$ cat src/rtl/snn_sched_pkg.sv
// Shared definitions for the SNN timestep scheduler.
//   sched_state_t  : per-timestep sequencing states
//   NUM_LAYERS_DEF : default number of layers sequenced per timestep
//   MIN_DIV        : smallest div_value that never drops a tick when every
//                    layer answers in its first WAIT_DONE cycle
package snn_sched_pkg;

  localparam int unsigned NUM_LAYERS_DEF = 2;
  localparam int unsigned MIN_DIV        = 3 + 2 * NUM_LAYERS_DEF;

  typedef enum logic [2:0] {
    ST_IDLE,
    ST_WAIT_TICK,
    ST_LATCH,
    ST_SHIFT,
    ST_LAYER,
    ST_WAIT_DONE,
    ST_PUBLISH
  } sched_state_t;

endpackage

$ cat src/rtl/snn_tick_prescaler.sv
// Timestep prescaler: emits a one-cycle tick every div_value+1 cycles while
// enable is high; the counter is held at zero whenever enable is low.
//   system_clock : block clock
//   reset        : asynchronous, active-high
//   enable       : count only while high (input_ready)
//   div_value    : period minus one, sampled live
//   tick         : high for the cycle in which count equals div_value
module snn_tick_prescaler #(
  parameter int unsigned DIV_WIDTH = 8
) (
  input  logic                 system_clock,
  input  logic                 reset,
  input  logic                 enable,
  input  logic [DIV_WIDTH-1:0] div_value,
  output logic                 tick
);

  logic [DIV_WIDTH-1:0] count;

  assign tick = enable && (count == div_value);

  always_ff @(posedge system_clock or posedge reset) begin
    if (reset) begin
      count <= '0;
    end else if (!enable || tick) begin
      count <= '0;
    end else begin
      count <= count + 1'b1;
    end
  end

endmodule

$ cat src/rtl/snn_timestep_scheduler.sv
// SNN timestep scheduler: on each prescaler tick runs one timestep
// (latch input spikes, shift delay lines, start each layer in turn and wait
// for it, publish outputs). Shadow configuration commits are deferred to
// IDLE / WAIT_TICK cycles so a timestep never sees half-written parameters.
//   system_clock, reset : clock, asynchronous active-high reset
//   input_ready         : level, run timesteps while high
//   div_value           : timestep period = div_value+1 cycles
//   cfg_update_req      : pulse, shadow configuration changed
//   layer_done          : per-layer completion, sampled only in WAIT_DONE
//   cfg_commit          : pulse, copy shadow config to active registers
//   spike_latch         : pulse, capture input spike registers
//   delay_shift         : pulse, advance all delay lines
//   layer_start         : one-hot pulse, start layer idx
//   data_valid_out      : pulse, output spikes valid
//   timestep_count      : completed timesteps in current run (wraps)
//   busy                : high in any state except IDLE
//   overrun             : sticky, a tick arrived outside WAIT_TICK
module snn_timestep_scheduler
  import snn_sched_pkg::*;
#(
  parameter int unsigned DIV_WIDTH  = 8,
  parameter int unsigned NUM_LAYERS = NUM_LAYERS_DEF,
  parameter int unsigned TS_WIDTH   = 16
) (
  input  logic                  system_clock,
  input  logic                  reset,
  input  logic                  input_ready,
  input  logic [DIV_WIDTH-1:0]  div_value,
  input  logic                  cfg_update_req,
  input  logic [NUM_LAYERS-1:0] layer_done,
  output logic                  cfg_commit,
  output logic                  spike_latch,
  output logic                  delay_shift,
  output logic [NUM_LAYERS-1:0] layer_start,
  output logic                  data_valid_out,
  output logic [TS_WIDTH-1:0]   timestep_count,
  output logic                  busy,
  output logic                  overrun
);

  localparam int unsigned          IDX_WIDTH = (NUM_LAYERS > 1) ? $clog2(NUM_LAYERS) : 1;
  localparam logic [IDX_WIDTH-1:0] LAST_IDX  = IDX_WIDTH'(NUM_LAYERS - 1);

  sched_state_t          state;
  logic [IDX_WIDTH-1:0]  idx;
  logic                  tick;
  logic                  cfg_pending;
  logic                  pend_after;
  logic [NUM_LAYERS-1:0] next_layer_onehot;

  snn_tick_prescaler #(
    .DIV_WIDTH (DIV_WIDTH)
  ) u_prescaler (
    .system_clock (system_clock),
    .reset        (reset),
    .enable       (input_ready),
    .div_value    (div_value),
    .tick         (tick)
  );

  // Pending state after this cycle: the commit that is firing now retires
  // the old request, while a request arriving now re-arms it.
  assign pend_after = (cfg_pending && !cfg_commit) || cfg_update_req;

  always_comb begin
    next_layer_onehot = '0;
    for (int unsigned i = 0; i < NUM_LAYERS; i++) begin
      if (i == 32'(idx) + 32'd1) begin
        next_layer_onehot[i] = 1'b1;
      end
    end
  end

  // cfg_commit is registered, so it is loaded with pend_after only on
  // transitions whose destination is IDLE or WAIT_TICK; this makes the
  // commit coincide with a quiet cycle in which cfg_pending is set.
  always_ff @(posedge system_clock or posedge reset) begin
    if (reset) begin
      state          <= ST_IDLE;
      idx            <= '0;
      cfg_pending    <= 1'b0;
      cfg_commit     <= 1'b0;
      spike_latch    <= 1'b0;
      delay_shift    <= 1'b0;
      layer_start    <= '0;
      data_valid_out <= 1'b0;
      timestep_count <= '0;
      busy           <= 1'b0;
      overrun        <= 1'b0;
    end else begin
      cfg_commit     <= 1'b0;
      spike_latch    <= 1'b0;
      delay_shift    <= 1'b0;
      layer_start    <= '0;
      data_valid_out <= 1'b0;
      cfg_pending    <= pend_after;

      // Ticks outside WAIT_TICK are dropped; leaving IDLE below overrides.
      if (tick && (state != ST_WAIT_TICK)) begin
        overrun <= 1'b1;
      end

      case (state)
        ST_IDLE: begin
          cfg_commit <= pend_after;
          if (input_ready) begin
            state          <= ST_WAIT_TICK;
            busy           <= 1'b1;
            timestep_count <= '0;
            overrun        <= 1'b0;
          end
        end

        ST_WAIT_TICK: begin
          if (tick) begin
            state       <= ST_LATCH;
            spike_latch <= 1'b1;
          end else begin
            cfg_commit <= pend_after;
            if (!input_ready) begin
              state <= ST_IDLE;
              busy  <= 1'b0;
            end
          end
        end

        ST_LATCH: begin
          state       <= ST_SHIFT;
          delay_shift <= 1'b1;
        end

        ST_SHIFT: begin
          state       <= ST_LAYER;
          idx         <= '0;
          layer_start <= NUM_LAYERS'(1);
        end

        ST_LAYER: begin
          state <= ST_WAIT_DONE;
        end

        ST_WAIT_DONE: begin
          if (layer_done[idx]) begin
            if (idx == LAST_IDX) begin
              state          <= ST_PUBLISH;
              data_valid_out <= 1'b1;
              timestep_count <= timestep_count + 1'b1;
            end else begin
              state       <= ST_LAYER;
              idx         <= idx + 1'b1;
              layer_start <= next_layer_onehot;
            end
          end
        end

        ST_PUBLISH: begin
          cfg_commit <= pend_after;
          if (input_ready) begin
            state <= ST_WAIT_TICK;
          end else begin
            state <= ST_IDLE;
            busy  <= 1'b0;
          end
        end

        default: begin
          state <= ST_IDLE;
          busy  <= 1'b0;
        end
      endcase
    end
  end

endmodule

$ cat config.mk
export PLATFORM = sky130hd
export DESIGN_NAME = snn_timestep_scheduler
export DESIGN_NICKNAME = d
export VERILOG_FILES = /design/src/rtl/snn_sched_pkg.sv /design/src/rtl/snn_tick_prescaler.sv /design/src/rtl/snn_timestep_scheduler.sv
export SDC_FILE = /design/constraint.sdc
export NUM_CORES = 1
export LEC_CHECK = 0
export BUFFER_PORTS_ARGS = -buffer_cell sky130_fd_sc_hd__buf_2
export CORE_MARGIN = 2
export CORE_UTILIZATION = 58
export CTS_BUF_LIST = sky130_fd_sc_hd__clkbuf_16
export DETAILED_ROUTE_END_ITERATION = 8
export GPL_ROUTABILITY_DRIVEN = 0
export HOLD_SLACK_MARGIN = 0.06
export PLACE_DENSITY_LB_ADDON = 0.3
export RECOVER_POWER = 25
export SETUP_SLACK_MARGIN = 0.1
export SYNTH_ARGS = -nofsm -noshare
export SYNTH_HDL_FRONTEND = slang
export SYNTH_SLANG_ARGS = --single-unit
$ cat constraint.sdc
create_clock -name system_clock -period 4.45 [get_ports system_clock]
set_clock_uncertainty 0.05 [all_clocks]
set_input_delay 0.2225 -clock system_clock [delete_from_list [all_inputs] [get_ports system_clock]]
set_output_delay 0.2225 -clock system_clock [all_outputs]
set_load 0.02 [all_outputs]
==> results of run 1 <==
## cell type report
type / instances / area (um2)
Multi-Input combinational cell: 138 / 867
Sequential cell: 37 / 926
Timing Repair Buffer: 39 / 196
Clock inverter: 3 / 11.3
Tap cell: 44 / 55.1
Inverter: 12 / 45.0
Fill cell: 249 / 827
Clock buffer: 5 / 125
## power by group through the flow
stage | registers [uW] | clock network [uW] | logic, uW
4_1_cts | 457 | 330 | 246
6_report | 461 | 326 | 243
5_1_grt | 469 | 347 | 274
2_1_floorplan | 461 | 0 | 177
3_3_place_gp | 458 | 0 | 241
3_5_place_dp | 462 | 0 | 245
## sequential cells by signal (all words and copies together), names as in the netlist, 2 cells and up
signal and count:
layer_start 2, u_prescaler.count 8, state 3, timestep_count 16
## cells in the mapped netlist (all sizes together), types with 4 or more instances
library cell,number
xnor2,12
o21ai,15
nand4,6
dfrtp,37
nor3,5
inv,12
o31ai,4
a21oi,10
or3,4
nand2,12
clkbuf,4
nand3,12
nor2,15
xor2,5
## cell usage in the layout (no fill, tap or decap), types with 6 or more instances in the layout
cell type / synthesis / routed
xnor2_1: 12 / 12
nand3_1: 12 / 12
buf_2: 1 / 35
nand2_1: 12 / 12
nor2_1: 15 / 15
o21ai_0: 14 / 14
a21oi_1: 10 / 10
nand4_1: 6 / 6
dfrtp_1: 37 / 37
inv_1: 12 / 15
## stage by stage
stage                     total power [uW]  cells  hold WS [ps]
final                                 1030    278           124
after global routing                  1090    278           137
after CTS                             1030    278           122
after detailed placement               707    269           299
after global placement                 699    269           292
after floorplan                        638    193           302
## cells by family (layout without fill, tap and decap cells)
group	after synthesis	count (layout)	synth area share (%)
AOI/OAI and AO/OA	44	44	14.7
and+or+nand+nor	72	72	20.7
muxes	3	3	1.61
adders and majority gates	2	2	1.34
buffers and inverters	18	59	4.08
DFF	37	37	49.5
xor gates and xnor gates	17	17	7.97
## path summary, 6_finish.rpt
kind	end	startpoint	slack (ps)
worst max-delay path	timestep_count[13]	state[2]	1970
worst min-delay path	cfg_pending	cfg_update_req	120
worst max register to register	timestep_count[13]	state[2]	1970
worst min register to register	cfg_pending	cfg_pending	460
max in group asynchronous	busy	reset	2130
min in group asynchronous	timestep_count[5]	reset	1130
## metal layers
layer | part of all wire, % | GRT usage (%) | wire length, um | vias up
li1 | - | - | - | 779
met1 | 45 | 30.0 | 1780 | 764
met2 | 48 | 37.2 | 1880 | 42
met3 | 4.3 | 4.69 | 170 | 13
met4 | 2.9 | 15.5 | 114 | 0
met5 | 0 | 0 | 0 | -
## what timing repair did
action                                 4_1_cts  5_1_grt
buffers inserted                             0        0
hold buffers                                 1        0
endpoints found under the hold margin       37        0
==> impl_metrics.ini, run 1 <==
[status]
status = finished, violations left
violations = capacitance limit, slew limit

[worst_setup_path]
slowest_delay_ps = 650
slowest_stage = or4b_4
start_kind = flop
cp.depth = 4
cp-end-kind = flop
reg2reg_depth = 4
required_ps = 4600
path_max_fanout = 17
arrival_ps = 2630
critPathBufInv = 0
crit_chain = or4b_4 -> a221o_1 -> or4_1 -> a21oi_1
path_delay_family = simple AND/OR/NAND/NOR gates
worstSetupPathType = reg2reg

[synthesis]
synth_area_leader_cell = dfrtp_1
netlist-cell-type-count = 41
yosys_warnings = 0
synthFlopType = dfrtp_1
syn_area_um2 = 1870
yosysTopAreaCellShare_pct = 49.5
syn_inst = 193
seq_area_frac_synth_pct = 49.5
synth_seq_cells = 37
syn_nets = 209
synth_edf_count = 0
async_flop_share_pct = 100
syn_area_per_cell_um2 = 9.69
synthTopCellsByArea = dfrtp_1, xnor2_1, o21ai_0, nand3_1, nor2_1

[cts]
cts_resized = 0
cts_buffer_depth = 2
clock_latency_ps = 280
cts.sinks = 37
cts_tree = done
htree_levels = 2
cts_root_buf = clkbuf_16
cts_buffers = 5
path_clk_slew_ps = 50

[drt]
drc = 0
ant_nets = 0
wirelength_um = 3950
firstDrtPassIters = 4
num_vias = 1598
routed_via_density = 5.75
avgRoutedWirePerCell_um = 14.2
detail_route.iter0.violations = 83

[floorplan]
die_x_um = 60.8
ios = 38
die_h_um = 60.8
core-area_um2 = 3050
row_count = 20
die-area_um2 = 3690
initial_utilization_pct = 61.2

[pwr]
ir_drop_v = 0.000194
pwr-share-seq_pct = 44.7
p_int_uw = 678
power_leakage_uw = 0.00108
power.switching_uw = 353
power.share.clock_pct = 31.7
p_sw_share_pct = 34.2
powerDensity_nw_per_um2 = 463
p_comb_share_pct = 23.6

[layout]
antenna_cells = 0
final_area_um2 = 2230
drive_above_1_share_pct = 18.8
nets = 249
utilization_pct = 72.9
area_growth_syn_to_layout_pct = 19.1

[sta]
timing.final.crit_period_ps = 2480
relSlewSlack_pct = -27.1
tightest_slew_ps = 1910
rsz0062_at_grt = no
timing.final.ws_setup_ps = 1970
final-hold-violation-count = 0
slew_violations = 38
timing.fmax_ghz = 0.403
setup_violations = 0
tns_ps = 0
fin_crit_sh_pct = 55.7

[global_routing]
grt_overflow = 0
grt_pass1_wl_um = 6390
antenna_found_initial = 0
grt_max_degree = 38
grt_pass1_vias = 1463
grt_usage_pct = 23.8

[place]
dpl.hpwl_um = 2740
port_buffers = 37
place_area_um2 = 2090
dp_slack_ps = 2020

[hold_path]
hold_depth = 2
hp-class = in2reg

[run]
maxCapViolCount = 1
(Power assumes the default switching activity.)
==> run 2, diff against run 1 <==
Settings changed: CORE_UTILIZATION 58 to 54.
Clock period 4.45 ns to 2.3 ns, I/O delays scaled along.
==> run 2 against run 1 <==
Against the previous run:
- the flow now finishes without violations
- die area rose by 6.9%
- sequential power increased by 78%
- largest power group unchanged
- sequential share of layout area down 1.8 points
- largest cell class unchanged
- critical path type unchanged
- highest routed layer unchanged
==> impl_metrics.ini, run 2 (synthesis gave the netlist of run 1 again) <==
[status]
status = finished clean

[floorplan]
die_h_um = 62.8
die_x_um = 62.8
core-area_um2 = 3340
initial_utilization_pct = 56.0
ios = 38
row_count = 21
die-area_um2 = 3950

[worst_setup_path]
cp-end-kind = flop
path_delay_family = simple AND/OR/NAND/NOR gates
worstSetupPathType = reg2reg
crit_chain = or4b_4 -> a221o_2 -> or4_1 -> a21oi_1
slowest_delay_ps = 540
start_kind = flop
arrival_ps = 2300
slowest_stage = or4b_4
path_max_fanout = 7
required_ps = 2460
critPathBufInv = 0

[layout]
nFillCells = 264
nets = 256
drive_above_1_share_pct = 21.7
antenna_cells = 0
final_cell_mix = dfrtp_1, buf_2, nor2_1
largestRegisters = timestep_count: 16 flops, u_prescaler.count: 8 flops, state: 3 flops
final_area_um2 = 2330
largest_register_ffs = 16
layout_commonest_cell = dfrtp_1
area_growth_syn_to_layout_pct = 24.6
top_register = timestep_count
instances_no_fill = 286

[global_routing]
grt_pass1_wl_um = 7030
grt_max_degree = 38
grt_pass1_vias = 1560
met3_usage_pct = 4.14
busiest_layer = met2
gr-usage-met2_pct = 39.5
grt_usage_pct = 22.4
grt_util_met1_pct = 27.2
grt_overflow = 0
antenna_found_initial = 0

[drt]
firstDrtPassIters = 4
avgRoutedWirePerCell_um = 14.2
num_vias = 1631
wirelength_um = 4050
ant_nets = 0
detail_route.iter0.violations = 108
drc = 0
routed_via_density = 5.70

[pwr]
powerDensity_nw_per_um2 = 937
power.share.clock_pct = 34.5
p_comb_share_pct = 27.9
p_sw_share_pct = 32.4
power.switching_uw = 706
ir_drop_v = 0.000643
power_leakage_uw = 0.00111
power_uw = 2180
pwr-share-seq_pct = 37.6
p_int_uw = 1480

[cts]
cts_buffer_depth = 2
cts.sinks = 37
path_clk_slew_ps = 50
htree_levels = 2
cts_buffers = 5
cts_tree = done
clock_latency_ps = 280
cts_root_buf = clkbuf_16

[sta]
slew_violations = 0
whs_ps = 57.2
fin_crit_sh_pct = 93.0
tns_ps = 0
timing.final.crit_period_ps = 2140
timing.fmax_ghz = 0.468
final-hold-violation-count = 0
relSlewSlack_pct = 41.2
setup_violations = 0
tightest_slew_ps = 881
rsz0062_at_grt = no

[place]
port_buffers = 37
placed_cells = 276
dpl.hpwl_um = 2830
place_area_um2 = 2130

[run]
maxCapViolCount = 0

[hold_path]
hp-class = in2reg
==> run 2: cell types whose count changed in the layout (fill, tap and decap cells not counted), moves of 3 or more <==
cell | previous run | this run
inv_1 | 15 | 12
buf_4 | 0 | 5
buf_2 | 35 | 30
clkbuf_1 | 3 | 7
==> run 2: routing by layer <==
layer	part of all wire, %	vias to the layer above	routed length [um]
met5	0	-	0
met4	1.7	0	68
met3	3.8	8	155
met2	50	37	2040
met1	44	798	1780
li1	-	788	-
==> run 2: worst paths after layout <==
| check | from | end | slack [ps] | cells past startpoint |
|---|---|---|---|---|
| worst max-delay path | state[0] | timestep_count[13] | 160 | 4 |
| worst min-delay path | layer_done[0] | layer_start[1] | 60 | 2 |
| worst max register to register | state[0] | timestep_count[13] | 160 | 4 |
| worst min register to register | cfg_pending | cfg_pending | 450 | 1 |
| max in group asynchronous | reset | u_prescaler.count[7] | 1060 | 4 |
| min in group asynchronous | reset | u_prescaler.count[1] | 600 | 4 |
==> run 2: area by class of cell <==
type,instances,area (um2),area share [%]
clock buffer,5,125,5.37
clock inverter,2,35.0,1.50
inverter,12,45.0,1.93
multi-input combinational,138,890,38.2
sequential,37,926,39.8
tap,46,57.6,2.47
timing repair buffer,46,250,10.7
==> run 2: power groups by stage <==
| stage | Clock [uW] | Combinational (uW) | Sequential, uW |
|---|---|---|---|
| after floorplan | 0 | 342 | 892 |
| after CTS | 757 | 600 | 817 |
| after global routing | 790 | 678 | 836 |
| after global placement | 0 | 568 | 827 |
| after detailed placement | 0 | 583 | 828 |
| final | 753 | 608 | 820 |
==> run 2: stage by stage <==
step | setup WS [ps] | util, %
finish | 161 | 69.8
global placement | 198 | 63.7
CTS | 105 | 69.3
detailed placement | 113 | 63.7
floorplan | 182 | -
global route | 95.6 | 69.8
==> run 2: repair_timing <==
item | 4_1_cts | 5_1_grt
setup buffers | 0 | 1
endpoints found under the hold margin | 38 | 0
setup endpoints to repair | 1 | 6
hold buffers | 2 | 0
cloned | 0 | 0
pin swaps | 0 | 3
gates resized for setup | 1 | 5
